## src/rtl/car_motion_ctrl.sv

```systemverilog
// Car physics: integrates a 2-bit accel code into a saturating signed velocity
// and a clamped horizontal position, once per prescaled physics tick.
module car_motion_ctrl #(
  parameter int TICK_DIV       = 833333,
  parameter int VMAX           = 15,
  parameter int FRICTION_TICKS = 4,
  parameter int POS_MAX        = 639,
  parameter int POS_INIT       = 320
) (
  input  logic              CLOCK_50,
  input  logic              reset,
  input  logic [1:0]        accel,
  input  logic              enable,
  output logic signed [4:0] velocity,
  output logic [9:0]        position,
  output logic              tick,
  output logic              at_limit,
  output logic              moving
);

  localparam logic [19:0]        C_DIV_LAST = 20'(TICK_DIV - 1);
  localparam logic signed [4:0]  C_VMAX     = 5'(VMAX);
  localparam logic signed [11:0] C_POS_MAX  = 12'(POS_MAX);
  localparam logic [9:0]         C_POS_INIT = 10'(POS_INIT);
  localparam logic [3:0]         C_FRIC     = 4'(FRICTION_TICKS);

  logic [19:0]        r_presc;
  logic signed [4:0]  r_vel;
  logic [9:0]         r_pos;
  logic [3:0]         r_coast;
  logic               r_tick;
  logic               r_lim;

  logic               w_wrap;
  logic signed [11:0] w_sum;
  logic               w_clamp;
  logic [9:0]         w_pos_nxt;
  logic signed [4:0]  w_vel_nxt;
  logic [3:0]         w_coast_nxt;

  assign w_wrap = (r_presc == C_DIV_LAST);
  assign w_sum  = $signed({2'b00, r_pos}) + $signed({{7{r_vel[4]}}, r_vel});

  // NOTE: every always_comb output gets a default first, so no path can infer a latch.
  always_comb begin
    w_clamp   = 1'b0;
    w_pos_nxt = w_sum[9:0];
    if (w_sum < 12'sd0) begin
      w_clamp   = 1'b1;
      w_pos_nxt = '0;
    end else if (w_sum > C_POS_MAX) begin
      w_clamp   = 1'b1;
      w_pos_nxt = C_POS_MAX[9:0];
    end
  end

  // A clamp zeroes velocity regardless of the requested acceleration.
  always_comb begin
    w_vel_nxt   = r_vel;
    w_coast_nxt = '0;
    if (w_clamp) begin
      w_vel_nxt = '0;
    end else begin
      case (accel)
        2'b10: if (r_vel < C_VMAX) w_vel_nxt = r_vel + 5'sd1;
        2'b01: if (r_vel > -C_VMAX) w_vel_nxt = r_vel - 5'sd1;
        2'b11: begin
          if (r_vel > 5'sd2)       w_vel_nxt = r_vel - 5'sd2;
          else if (r_vel < -5'sd2) w_vel_nxt = r_vel + 5'sd2;
          else                     w_vel_nxt = '0;
        end
        default: begin
          if ((r_coast + 4'd1) == C_FRIC) begin
            w_coast_nxt = '0;
            if (r_vel > 5'sd0)      w_vel_nxt = r_vel - 5'sd1;
            else if (r_vel < 5'sd0) w_vel_nxt = r_vel + 5'sd1;
          end else begin
            w_coast_nxt = r_coast + 4'd1;
          end
        end
      endcase
    end
  end

  // NOTE: non-blocking assignments so every flop updates from pre-edge values.
  always_ff @(posedge CLOCK_50) begin
    if (reset) begin
      r_presc <= '0;
      r_vel   <= '0;
      r_pos   <= C_POS_INIT;
      r_coast <= '0;
      r_tick  <= 1'b0;
      r_lim   <= 1'b0;
    end else if (enable) begin
      r_tick <= w_wrap;
      r_lim  <= w_wrap & w_clamp;
      if (w_wrap) begin
        r_presc <= '0;
        r_pos   <= w_pos_nxt;
        r_vel   <= w_vel_nxt;
        r_coast <= w_coast_nxt;
      end else begin
        r_presc <= r_presc + 20'd1;
      end
    end else begin
      r_tick <= 1'b0;
      r_lim  <= 1'b0;
    end
  end

  assign velocity = r_vel;
  assign position = r_pos;
  assign tick     = r_tick;
  assign at_limit = r_lim;
  assign moving   = (r_vel != 5'sd0);

endmodule

```

## config.mk

```make
export PLATFORM = sky130hd
export DESIGN_NAME = car_motion_ctrl
export DESIGN_NICKNAME = d
export VERILOG_FILES = /design/src/rtl/car_motion_ctrl.sv
export SDC_FILE = /design/constraint.sdc
export NUM_CORES = 1
export LEC_CHECK = 0
export ABC_AREA = 1
export CORE_ASPECT_RATIO = 0.6
export CORE_MARGIN = 2
export CORE_UTILIZATION = 59
export CTS_CLUSTER_DIAMETER = 150
export DETAILED_ROUTE_END_ITERATION = 6
export PLACE_DENSITY = 0.84
export SETUP_SLACK_MARGIN = 0.3
export SYNTH_ARGS = -nofsm -noshare
export SYNTH_HDL_FRONTEND = slang
export SYNTH_SLANG_ARGS = --single-unit
```

## constraint.sdc

```tcl
create_clock -name CLOCK_50 -period 3.2 [get_ports CLOCK_50]
set_clock_uncertainty 0.05 [all_clocks]
set_input_delay 0.32 -clock CLOCK_50 [delete_from_list [all_inputs] [get_ports CLOCK_50]]
set_output_delay 0.32 -clock CLOCK_50 [all_outputs]
set_load 0.01 [all_outputs]
```

Yosys cells after proc, flatten, opt, wreduce, memory -nomap -nowiden
Index checks and enable logic that the tools add are counted.
{"block": "classes", "n_mul": 0, "n_lt_le_gt_ge": 8, "div": 0, "shift": 0, "reduce_logical": 7, "n_bitwise": 2, "n_eq_ne": 7, "addsub": 7, "mux": 17}
{"op": "$mux 5", "n": 8}
{"op": "$add 20x1->20 const B", "n": 1}
{"op": "$eq 20x20->1 const B", "n": 1}
{"op": "$mux 10", "n": 2}
{"op": "$mux 20", "n": 1}
{"op": "$pmux 5 s3", "n": 1}
{"op": "$add 11x5->12", "n": 1}
{"op": "$gt 12x11->1 const B", "n": 1}
{"op": "$lt 12x1->1 const B", "n": 1}
{"op": "$mux 4", "n": 3}
{"op": "$reduce_bool 5->1", "n": 2}
{"op": "$ne 3x3->1 const B", "n": 2}
{"op": "$reduce_and 6->1", "n": 1}
{"op": "$reduce_bool 6->1", "n": 1}
{"op": "$add 5x2->5 const B", "n": 1}
{"op": "$add 5x3->5 const B", "n": 1}
{"op": "$gt 5x1->1 const B", "n": 1}
{"op": "$gt 5x3->1 const B", "n": 1}
{"op": "$gt 5x5->1 const B", "n": 1}
{"op": "$lt 5x1->1 const B", "n": 1}
{"op": "$lt 5x2->1 const B", "n": 1}
{"op": "$lt 5x5->1 const B", "n": 1}
{"op": "$sub 5x2->5 const B", "n": 1}
{"op": "$sub 5x3->5 const B", "n": 1}
{"op": "10 further kinds", "n": 12}
{"block": "totals", "in_bits": 5, "mem_bits_rw": 0, "out_inout_bits": 18, "memories": 0, "latch_bits": 0, "regBits": 41, "romBits": 0}

Logic depth before layout (Yosys ltp)
Gate-level depths: netlist (run 1).
{"block": "logic_depth", "word_depth": 6, "mapped_depth": 20, "mapped_depth_nobuf": 20}

Least setup slack after synthesis (run 1)
OpenSTA, ideal clock, no wires.
{"block": "synth_path", "kind": "register to register", "start": "register r_vel[1], in the netlist velocity[1]", "end": "register r_vel[4], in the netlist velocity[4]", "path_stages_with_launch": 17, "arrival_time_ns": 2.200, "setup_time_ns": 0.116, "setup_slack_ns": 0.834, "cell_sequence": "dfxtp_1 inv_1 fa_1 inv_1 nand3_1 nand2_2 nand2_2 nand3_1 nand2_1 nor2_1 nor2_1 nor2_2 nand4_2 nand2_2 inv_2 nor2_1 nor2_1"}
{"block": "synth_via", "elab_chain_cells": 6, "word_cells_on_any_way": 29, "cone_classes": "add/sub (5); order compare (8); eq/ne (2); mux (11); reduce/logical (3)"}
{"element": "from (decl)", "line_no": "28", "source": "logic signed [4:0] r_vel;"}
{"element": "from (signal assigned)", "line_no": "100", "source": "r_vel <= w_vel_nxt;"}
{"element": "$add 11x5->12 / $add 5x2->5 (equally long branches)", "line_no": "42, 65, 76"}
{"element": "$gt 12x11->1 / $mux 5 (equally long branches)", "line_no": "51, 76"}
{"element": "$mux 1 / $mux 5 (equally long branches)", "line_no": "51, 75"}
{"element": "$mux 1 / $mux 5 (equally long branches)", "line_no": "48, 73"}
{"element": "$reduce_bool 6->1 (no line), or another cell as far along"}
{"element": "$reduce_and 6->1 (no line) / $mux 5 (equally long branches)"}
Several ways; a longest one is shown, not always the timed one. The select of a mux whose other input is x is not followed.
A chain may end at the register's enable or synchronous reset.

Final worst setup path (run 1)
{"block": "layout_path", "start": "register r_vel[4], in the netlist velocity[4]", "end": "register r_coast[3]"}
{"block": "layout_via", "elab_chain_cells": 5, "word_cells_on_any_way": 6, "cone_classes": "add/sub (1); order compare (2); mux (3)"}
{"element": "$add 11x5->12 *", "line_no": "42", "source": "assign w_sum = $signed({2'b00, r_pos}) + $signed({{7{r_vel[4]}}, r_vel});"}
{"element": "$gt 12x11->1", "line_no": "51", "source": "end else if (w_sum > C_POS_MAX) begin"}
{"element": "$mux 1", "line_no": "51"}
{"element": "$mux 1 *", "line_no": "48", "source": "if (w_sum < 12'sd0) begin"}
{"element": "$mux 4 *", "line_no": "61", "source": "if (w_clamp) begin"}
{"element": "to (signal assigned)", "line_no": "101", "source": "r_coast <= w_coast_nxt;"}
{"element": "to (decl)", "line_no": "30", "source": "logic [3:0] r_coast;"}
Mark *: on every way between the ends. The rest lies on a longest branch, timed or not.

==> flow_summary.json, run 1 <==
{
  "finalCritPeriodShare": 0.830,
  "num_antenna_cells": 0,
  "dp_hpwl_um": 6860,
  "nNetsFinal": 541,
  "via_per_inst": 5.67,
  "slew_headroom": 0.498,
  "dieWidth_um": 98.6,
  "p_int_uw": 685,
  "r2r_slack_ns": 0.54,
  "maxSlewViolCount": 0,
  "path_clk_slew_ns": 0.09,
  "min_period_ns": 2.66,
  "grt_usage": 0.304,
  "drive_gt1_frac": 0.112,
  "die_area_mm2": 0.00599,
  "core_area_mm2": 0.00510,
  "grt_pass1_vias": 2972,
  "synth_edf_count": 0,
  "die_h_um": 60.8,
  "hold_viol": 0,
  "placed_area_mm2": 0.00348,
  "clock_sinks": 41,
  "syn_inst": 481,
  "critPathCaptureType": "flop",
  "min-delay-start": "r_presc[19]",
  "io_pins": 23,
  "vdd_drop_max_v": 0.000220,
  "syn_avg_cell_area_um2": 6.58,
  "antenna_found_initial": 0,
  "synth-main-ff-cell": "dfxtp_1",
  "place.port_buffers": 22,
  "post_cts_buffers": 0,
  "slowest_delay_ns": 0.56,
  "grt_pass1_wl_um": 14300,
  "path_cells": "ha_1 -> nand2_1 -> nand2_1 -> a21oi_1 -> nand2_1 -> nor2_4 -> nand3_2 -> nand2_2 -> nand2_4 -> nor3_2 -> nand3_1 -> o22ai_1",
  "fill_cells": 433,
  "hold_class": "reg -> reg",
  "fmax_mhz": 376,
  "drtAntennaViolNets": 0,
  "reg2reg_from": "velocity[4]",
  "root_buffer": "clkbuf_8",
  "synth_cell_types": 43,
  "setup_viol": 0,
  "start_util": 0.620,
  "async_flop_share": 0,
  "ys_seq_area_frac": 0.259,
  "fin_cells": 577,
  "num_rows": 20,
  "cp.arrival_ns": 2.83,
  "clkPwrFrac": 0.374,
  "tritoncts": "built",
  "wirelength_um": 8630,
  "syn2layout_area_growth_pct": 12.6,
  "tns_ns": 0,
  "worst_ep_required_time_ns": 3.37,
  "crit_type": "reg -> reg",
  "wl_per_cell_um": 15.0,
  "finalInstanceArea_mm2": 0.00356,
  "maxCapViolations": 0,
  "synth_nets": 512,
  "rsz0062_at_grt": "no",
  "cp_common_cell": "nand2_1",
  "clk_latency_ns": 0.30,
  "synth-seq-cells": 41,
  "dr.pass1.iters": 7,
  "h-tree-depth": 2,
  "pwr-share-comb": 0.065,
  "reg2reg_depth": 12,
  "drc": 9,
  "cts_resized": 0,
  "status": "complete, but fails checks",
  "leakage_nw": 1.66,
  "violations": "DRC",
  "ys.warnings.count": 0,
  "vias": 3269,
  "power_per_cell_area_mw_per_mm2": 257,
  "worstHoldPathCells": 1,
  "cts_hold_buf": 0,
  "place.gp.congestion": 0.957,
  "drt_iter0_markers": 303,
  "cts-buffers-inserted": 5,
  "r2r-end": "r_coast[3]",
  "overflow": 0,
  "cp_max_fo": 8,
  "cts_max_path_buffers": 2,
  "netlist_area_mm2": 0.00317,
  "grt_max_degree": 14,
  "worst_pin_slew_ns": 0.750,
  "p_seq_frac": 0.561,
  "switchingPower_uw": 230,
  "min_to": "r_presc[19]",
  "dpl.cell_count": 569,
  "slowest_stage": "dfxtp_1",
  "startpoint_type": "flop",
  "switching_share": 0.252
}
[final cells by class]
cell class                      count  area [um2]  area share
Inverter                           74         280      0.0786
Timing Repair Buffer               29         273      0.0765
Tap cell                           66        82.6      0.0232
Multi-Input combinational cell    359        2020       0.567
Sequential cell                    41         822       0.231
Clock inverter                      3        17.5     0.00491
Clock buffer                        5        68.8      0.0193
[kinds of logic (layout without fill, tap and decap cells)]
family                     Yosys count  count (layout)  share of synthesized area
xor gates and xnor gates            19              19                     0.0525
and+or+nand+nor                    252             252                      0.363
adders and majority gates           26              26                      0.105
AOI/OAI and AO/OA                   62              62                      0.117
buffers and inverters               81             111                      0.103
DFF                                 41              41                      0.259
[cell usage in the layout (no fill, tap or decap), types with 2 or more instances in the layout]
| cell type | netlist | final |
|---|---|---|
| nand2_1 | 118 | 118 |
| inv_1 | 62 | 62 |
| nor2_1 | 58 | 58 |
| dfxtp_1 | 41 | 40 |
| nand3_1 | 29 | 29 |
| ha_1 | 25 | 25 |
| clkdlybuf4s50_1 | 0 | 22 |
| a21oi_1 | 19 | 19 |
| o21ai_0 | 13 | 13 |
| inv_2 | 11 | 11 |
| xor2_1 | 11 | 11 |
| nand2_2 | 10 | 10 |
| nor3_1 | 9 | 9 |
| nand4_1 | 8 | 8 |
| xnor2_1 | 8 | 8 |
| buf_4 | 1 | 7 |
| o21ai_1 | 6 | 6 |
| a31oi_1 | 5 | 5 |
| clkbuf_8 | 0 | 5 |
| nor2_2 | 4 | 4 |
| nor4_1 | 3 | 3 |
| nand4_2 | 3 | 3 |
| nand3_2 | 3 | 3 |
| a21oi_2 | 3 | 3 |
| o31ai_1 | 3 | 3 |
| o22ai_1 | 3 | 3 |
| a211oi_1 | 3 | 3 |
| nor3_2 | 2 | 2 |
| o211ai_1 | 2 | 2 |
| clkinv_2 | 0 | 2 |
[cells in the mapped netlist (all sizes together), types with 5 or more instances]
library cell  count  share of area
nand2           129           0.16
inv              74          0.089
nor2             64          0.087
dfxtp            41           0.26
nand3            32          0.055
ha               25          0.099
a21oi            22          0.038
o21ai            19          0.030
nand4            11          0.028
nor3             11          0.021
xor2             11          0.030
xnor2             8          0.022
a31oi             5         0.0099
buf               5          0.011
[power groups by stage]
| stage | logic [mW] | clock network, mW | registers (mW) |
|---|---|---|---|
| finish | 0.0598 | 0.342 | 0.514 |
| global route | 0.0663 | 0.362 | 0.514 |
| CTS | 0.0589 | 0.336 | 0.514 |
| detailed placement | 0.0584 | 0 | 0.526 |
| global placement | 0.0576 | 0 | 0.526 |
| floorplan | 0.0385 | 0 | 0.525 |
[how the worst max path moves through the flow]
stage                     cells past startpoint           to         from  slack, ns
after floorplan                              16  velocity[4]  velocity[1]       0.83
after global placement                       13  velocity[4]  velocity[4]       0.63
after detailed placement                     17  velocity[4]  velocity[0]       0.55
after CTS                                    17  velocity[2]  velocity[0]       0.53
after global routing                         17  velocity[4]  position[0]       0.33
final                                        12   r_coast[3]  velocity[4]       0.54
[routing by layer]
metal,track usage,share of wire
met3,0.0714,0.11
met5,0,0
met2,0.444,0.40
met1,0.463,0.49
met4,0.0548,0.0051
[state kept, by name, indices dropped and copies added, names as in the netlist]
register / cells
tick: 1
position: 10
r_coast: 4
velocity: 5
at_limit: 1
r_presc: 20
[through the flow]
| stage | hold WS, ns | setup slack, ns | utilization | power, mW |
|---|---|---|---|---|
| final | 0.421 | 0.544 | 0.698 | 0.916 |
| after global routing | 0.439 | 0.325 | 0.698 | 0.942 |
| after CTS | 0.416 | 0.535 | 0.698 | 0.909 |
| after detailed placement | 0.401 | 0.553 | 0.681 | 0.584 |
| after global placement | 0.389 | 0.631 | 0.681 | 0.583 |
| after floorplan | 0.372 | 0.834 | - | 0.564 |
[critical path: cells and delay by family, from the launching register on]
kind / cells / cell delay (ns)
AO/OA/AOI/OAI: 2 / 0.47
AND/OR/NAND/NOR: 9 / 1.13
adder cells (fa/ha/maj): 1 / 0.38
flip-flops: 1 / 0.56
(Power assumes the default switching activity.)
==> run 2, diff against run 1 <==
CORE_UTILIZATION = 54   (was 59)
PLACE_DENSITY = 0.81   (was 0.84)
clock period = 2.3 ns   (was 3.2 ns; I/O delays follow)
==> run 2 against run 1 <==
Compared with the run above:
- via count up 12%
- highest routed layer unchanged
- critical path type unchanged
- the run ends with setup timing left
- register-to-register slack worse by 0.69 ns
- non-clock buffer count is 39 higher
==> flow_summary.json, run 2 (synthesis gave the netlist of run 1 again) <==
{
  "tritoncts": "built",
  "syn2layout_area_growth_pct": 38.8,
  "top_register": "r_presc",
  "path_clk_slew_ns": 0.08,
  "setup_viol": 9,
  "place.gp.congestion": 1.02,
  "worst_pin_slew_ns": 0.449,
  "num_antenna_cells": 0,
  "start_util": 0.563,
  "hold_viol": 0,
  "reg2reg_from": "velocity[4]",
  "clk_latency_ns": 0.31,
  "startpoint_type": "flop",
  "r2r-end": "velocity[4]",
  "min_period_ns": 2.45,
  "critPathCaptureType": "flop",
  "core_area_mm2": 0.00562,
  "worst_ep_required_time_ns": 2.45,
  "overflow": 0,
  "final_common_cell": "nand2_1",
  "min_to": "r_presc[17]",
  "h-tree-depth": 2,
  "slowest_stage": "dfxtp_4",
  "cts_hold_buf": 0,
  "finalPower_mw": 1.48,
  "place_ws_ns": -0.0908,
  "maxCapViolations": 0,
  "setup_ws_ns": -0.146,
  "fill_cells": 367,
  "drt_iter0_markers": 443,
  "violations": "setup timing",
  "antenna_found_initial": 0,
  "fin_cells": 630,
  "dr.pass1.iters": 6,
  "grt_pass1_vias": 3244,
  "cp_common_cell": "nand2_4",
  "via_per_inst": 5.81,
  "clock_sinks": 41,
  "finalCritPeriodShare": 1.06,
  "maxSlewViolCount": 0,
  "num_rows": 21,
  "grt_max_degree": 14,
  "final_cell_mix": "nand2_1 (92), inv_1 (57), nor2_1 (43), buf_4 (42), dfxtp_1 (33)",
  "wirelength_um": 11000,
  "die_area_mm2": 0.00651,
  "nNetsFinal": 580,
  "tns_ns": -0.523,
  "hold_class": "reg -> reg",
  "vdd_drop_max_v": 0.000360,
  "leakage_nw": 1.98,
  "cp.arrival_ns": 2.59,
  "slowest_delay_ns": 0.39,
  "fmax_mhz": 409,
  "place.port_buffers": 22,
  "die_h_um": 63.3,
  "vias": 3662,
  "grt_pass1_wl_um": 15900,
  "slew_headroom": 0.698,
  "root_buffer": "clkbuf_8",
  "cts-buffers-inserted": 5,
  "drive_gt1_frac": 0.322,
  "path_cells": "buf_6 -> ha_4 -> nand2_2 -> nand2_2 -> a21oi_4 -> nand2_4 -> o21ai_2 -> nand2_4 -> nand4_1 -> nand2_1 -> inv_2 -> nand2_4 -> o21ai_0 -> nor2_1",
  "hold_ws_ns": 0.430,
  "power_per_cell_area_mw_per_mm2": 336,
  "drtAntennaViolNets": 0,
  "rsz0062_at_grt": "yes",
  "drc": 0,
  "crit_type": "reg -> reg",
  "critPathBufInv": 2,
  "dpl.cell_count": 599,
  "min-delay-start": "r_presc[17]",
  "worstHoldPathCells": 1,
  "wl_per_cell_um": 17.5,
  "r2r_slack_ns": -0.15,
  "grt_usage": 0.316,
  "largest_reg_flops": 20,
  "critPathTopFamily": "simple AND/OR/NAND/NOR gates",
  "dp_hpwl_um": 6880,
  "cp_max_fo": 5,
  "status": "complete, but fails checks",
  "reg2reg_depth": 14,
  "io_pins": 23,
  "dieWidth_um": 103,
  "cts_max_path_buffers": 2
}
-- run 2: final cells by class --
| cell class | count | area, um2 | share of cell area |
|---|---|---|---|
| Timing Repair Buffer | 68 | 589 | 0.134 |
| Sequential cell | 41 | 841 | 0.191 |
| Multi-Input combinational cell | 359 | 2440 | 0.555 |
| Inverter | 74 | 298 | 0.0677 |
| Clock inverter | 2 | 35.0 | 0.00797 |
| Clock buffer | 6 | 93.8 | 0.0213 |
| Tap cell | 80 | 100 | 0.0228 |
-- run 2: report_power, final --
group	leakage [nW]	total (mW)	switching (mW)	internal, mW
clock	0.0663	0.666	0.278	0.388
sequential	0.335	0.712	0.00362	0.708
combinational	1.58	0.0978	0.0595	0.0383
-- run 2: through the flow --
step | util | area (um2)
after detailed placement | 0.648 | 3640
final | 0.782 | 4400
after CTS | 0.734 | 4130
after global routing | 0.782 | 4400
after floorplan | - | 3200
after global placement | 0.648 | 3640
-- run 2: worst max path at each step --
stage,slack (ns),endpoint,startpoint,depth (start not counted)
global placement,-0.07,position[9],velocity[4],12
floorplan,0.21,velocity[1],velocity[0],18
detailed placement,-0.09,position[9],velocity[4],12
finish,-0.15,velocity[4],velocity[4],14
global route,-0.22,velocity[4],velocity[4],15
CTS,0.04,velocity[0],velocity[0],20
-- run 2: worst register-to-register path: cells and delay by family, from the launching register on --
kind,cells,cell delay (ns)
adder cells (fa/ha/maj),1,0.24
AND/OR/NAND/NOR,8,0.74
flip-flops,1,0.39
buffers and inverters,2,0.24
AO/OA/AOI/OAI,3,0.68
-- run 2: layer usage --
layer | vias up | GRT usage | part of all wire
met4 | 0 | 0.0609 | 0.030
met1 | 1714 | 0.464 | 0.44
met2 | 219 | 0.466 | 0.44
li1 | 1689 | - | -
met3 | 40 | 0.0832 | 0.090
met5 | - | 0 | 0
-- run 2: what timing repair did --
action,in CTS,in global routing
gates resized for setup,53,58
endpoints found under the setup margin,35,36
endpoints found under the hold margin,0,0
setup buffers,16,7
pin swaps,26,30
==> run 3, diff against run 2 <==
CORE_UTILIZATION = 59   (was 54)
PLACE_DENSITY = 0.84   (was 0.81)
SETUP_SLACK_MARGIN = 0.2   (was 0.3)
clock period = 2.5 ns   (was 2.3 ns; I/O delays follow)
==> run 3 against run 2 <==
Compared with the run above:
- the flow now finishes without violations
- first-iteration DRC count fell by 18%
- maximum frequency grew 0.55%
- cell count is 6.2% lower
- register-to-register slack improved by 0.21 ns
- sequential power fell by 7.9%
- non-clock buffer count fell by 24
- largest cell class unchanged
- flip-flop and latch count is the same
- clock power fell by 20%
==> flow_summary.json, run 3 (synthesis gave the netlist of run 1 again) <==
{
  "place.port_buffers": 22,
  "wirelength_um": 10000,
  "core_area_mm2": 0.00510,
  "clk_latency_ns": 0.30,
  "hold_class": "reg -> reg",
  "die_h_um": 60.8,
  "cp_max_fo": 4,
  "maxSlewViolCount": 0,
  "num_antenna_cells": 0,
  "leakage_nw": 1.77,
  "largest_reg_flops": 20,
  "drt_iter0_markers": 365,
  "grt_max_degree": 13,
  "die_area_mm2": 0.00599,
  "tns_ns": 0,
  "worst_ep_required_time_ns": 2.67,
  "cp-startpoint": "velocity[0]",
  "dr.pass1.iters": 5,
  "maxCapViolations": 0,
  "setup_ws_ns": 0.0675,
  "slowest_stage": "dfxtp_2",
  "status": "finished clean",
  "grt_usage": 0.305,
  "nNetsFinal": 556,
  "crit_type": "reg -> reg",
  "cts_max_path_buffers": 2,
  "dp_hpwl_um": 6470,
  "final_cell_mix": "nand2_1 (99), inv_1 (57), nor2_1 (49), dfxtp_1 (36), nand3_1 (23)",
  "num_rows": 20,
  "io_pins": 23,
  "place_ws_ns": 0.0419,
  "root_buffer": "clkbuf_8",
  "r2r-end": "position[4]",
  "final_core_util": 0.787,
  "overflow": 0,
  "cts-buffers-inserted": 5,
  "clock_sinks": 41,
  "reg2reg_depth": 17,
  "grt_pass1_wl_um": 14400,
  "path_clk_slew_ns": 0.09,
  "power_per_cell_area_mw_per_mm2": 317,
  "drive_gt1_frac": 0.251,
  "start_util": 0.620,
  "finalCritPeriodShare": 0.973,
  "rsz0062_at_grt": "yes",
  "h-tree-depth": 2,
  "vdd_drop_max_v": 0.000409,
  "final_common_cell": "nand2_1",
  "path_depth": 17,
  "antenna_found_initial": 0,
  "critPathBufInv": 3,
  "reg2reg_from": "velocity[0]",
  "drc": 0,
  "cts_hold_buf": 0,
  "critPathTopFamily": "simple AND/OR/NAND/NOR gates",
  "worstSetupEndpoint": "position[4]",
  "via_per_inst": 5.93,
  "syn2layout_area_growth_pct": 26.9,
  "fmax_mhz": 411,
  "top_register": "r_presc",
  "vias": 3506,
  "setup_viol": 0,
  "min_period_ns": 2.43,
  "cp.arrival_ns": 2.60,
  "dieWidth_um": 98.6,
  "path_cells": "ha_4 -> inv_2 -> fa_2 -> inv_2 -> nand3_2 -> nand2_2 -> nand2_4 -> nand2_4 -> nand2_1 -> nand2_2 -> nor2_2 -> nor2_2 -> nor2_4 -> nor2_1 -> buf_4 -> nor2_1 -> o21ai_1",
  "critPathCaptureType": "flop",
  "slowest_delay_ns": 0.37,
  "drtAntennaViolNets": 0,
  "worst_pin_slew_ns": 0.561,
  "startpoint_type": "flop",
  "wl_per_cell_um": 17.0,
  "r2r_slack_ns": 0.07,
  "tritoncts": "built",
  "grt_pass1_vias": 2939,
  "place.gp.congestion": 1.04,
  "slew_headroom": 0.623,
  "hold_viol": 0,
  "hold_ws_ns": 0.423
}
==> run 3: stage by stage <==
step	std cells	instance area [um2]	power, mW
finish	591	4020	1.27
CTS	584	3730	1.26
global route	591	4020	1.30
floorplan	481	3170	0.722
global placement	572	3500	0.744
detailed placement	572	3500	0.745
==> run 3: layout make-up <==
type	instances	area, um2
clock buffer	5	68.8
clock inverter	2	35.0
fill	346	1090
inverter	74	283
multi-input combinational	359	2330
sequential	41	832
tap	66	82.6
timing repair buffer	44	389
==> run 3: power by group <==
part	switching, mW	total (mW)	internal, mW
logic	0.0500	0.0797	0.0297
registers	0.00287	0.656	0.653
clock network	0.246	0.536	0.291
==> run 3: metal layers <==
| layer | vias to the layer above | part of all wire | track usage |
|---|---|---|---|
| met3 | 40 | 0.12 | 0.0726 |
| met4 | 0 | 0.031 | 0.0470 |
| li1 | 1645 | - | - |
| met2 | 247 | 0.41 | 0.446 |
| met1 | 1574 | 0.44 | 0.465 |
| met5 | - | 0 | 0 |
==> run 3: repair_timing <==
action | in CTS | in global routing
cloned | 0 | 0
endpoints found under the setup margin | 18 | 21
gates resized for setup | 19 | 67
buffers inserted | 5 | 7
pin swaps | 7 | 28
endpoints found under the hold margin | 0 | 0
==> run 3: worst min path at each step <==
| stage | startpoint | endpoint | slack, ns | cells past startpoint |
|---|---|---|---|---|
| 6_report | r_presc[19] | r_presc[19] | 0.42 | 1 |
| 5_1_grt | r_presc[19] | r_presc[19] | 0.44 | 1 |
| 4_1_cts | r_presc[19] | r_presc[19] | 0.41 | 1 |
| 3_5_place_dp | r_presc[19] | r_presc[19] | 0.40 | 1 |
| 3_3_place_gp | r_presc[19] | r_presc[19] | 0.39 | 1 |
| 2_1_floorplan | enable | r_presc[0] | 0.35 | 2 |
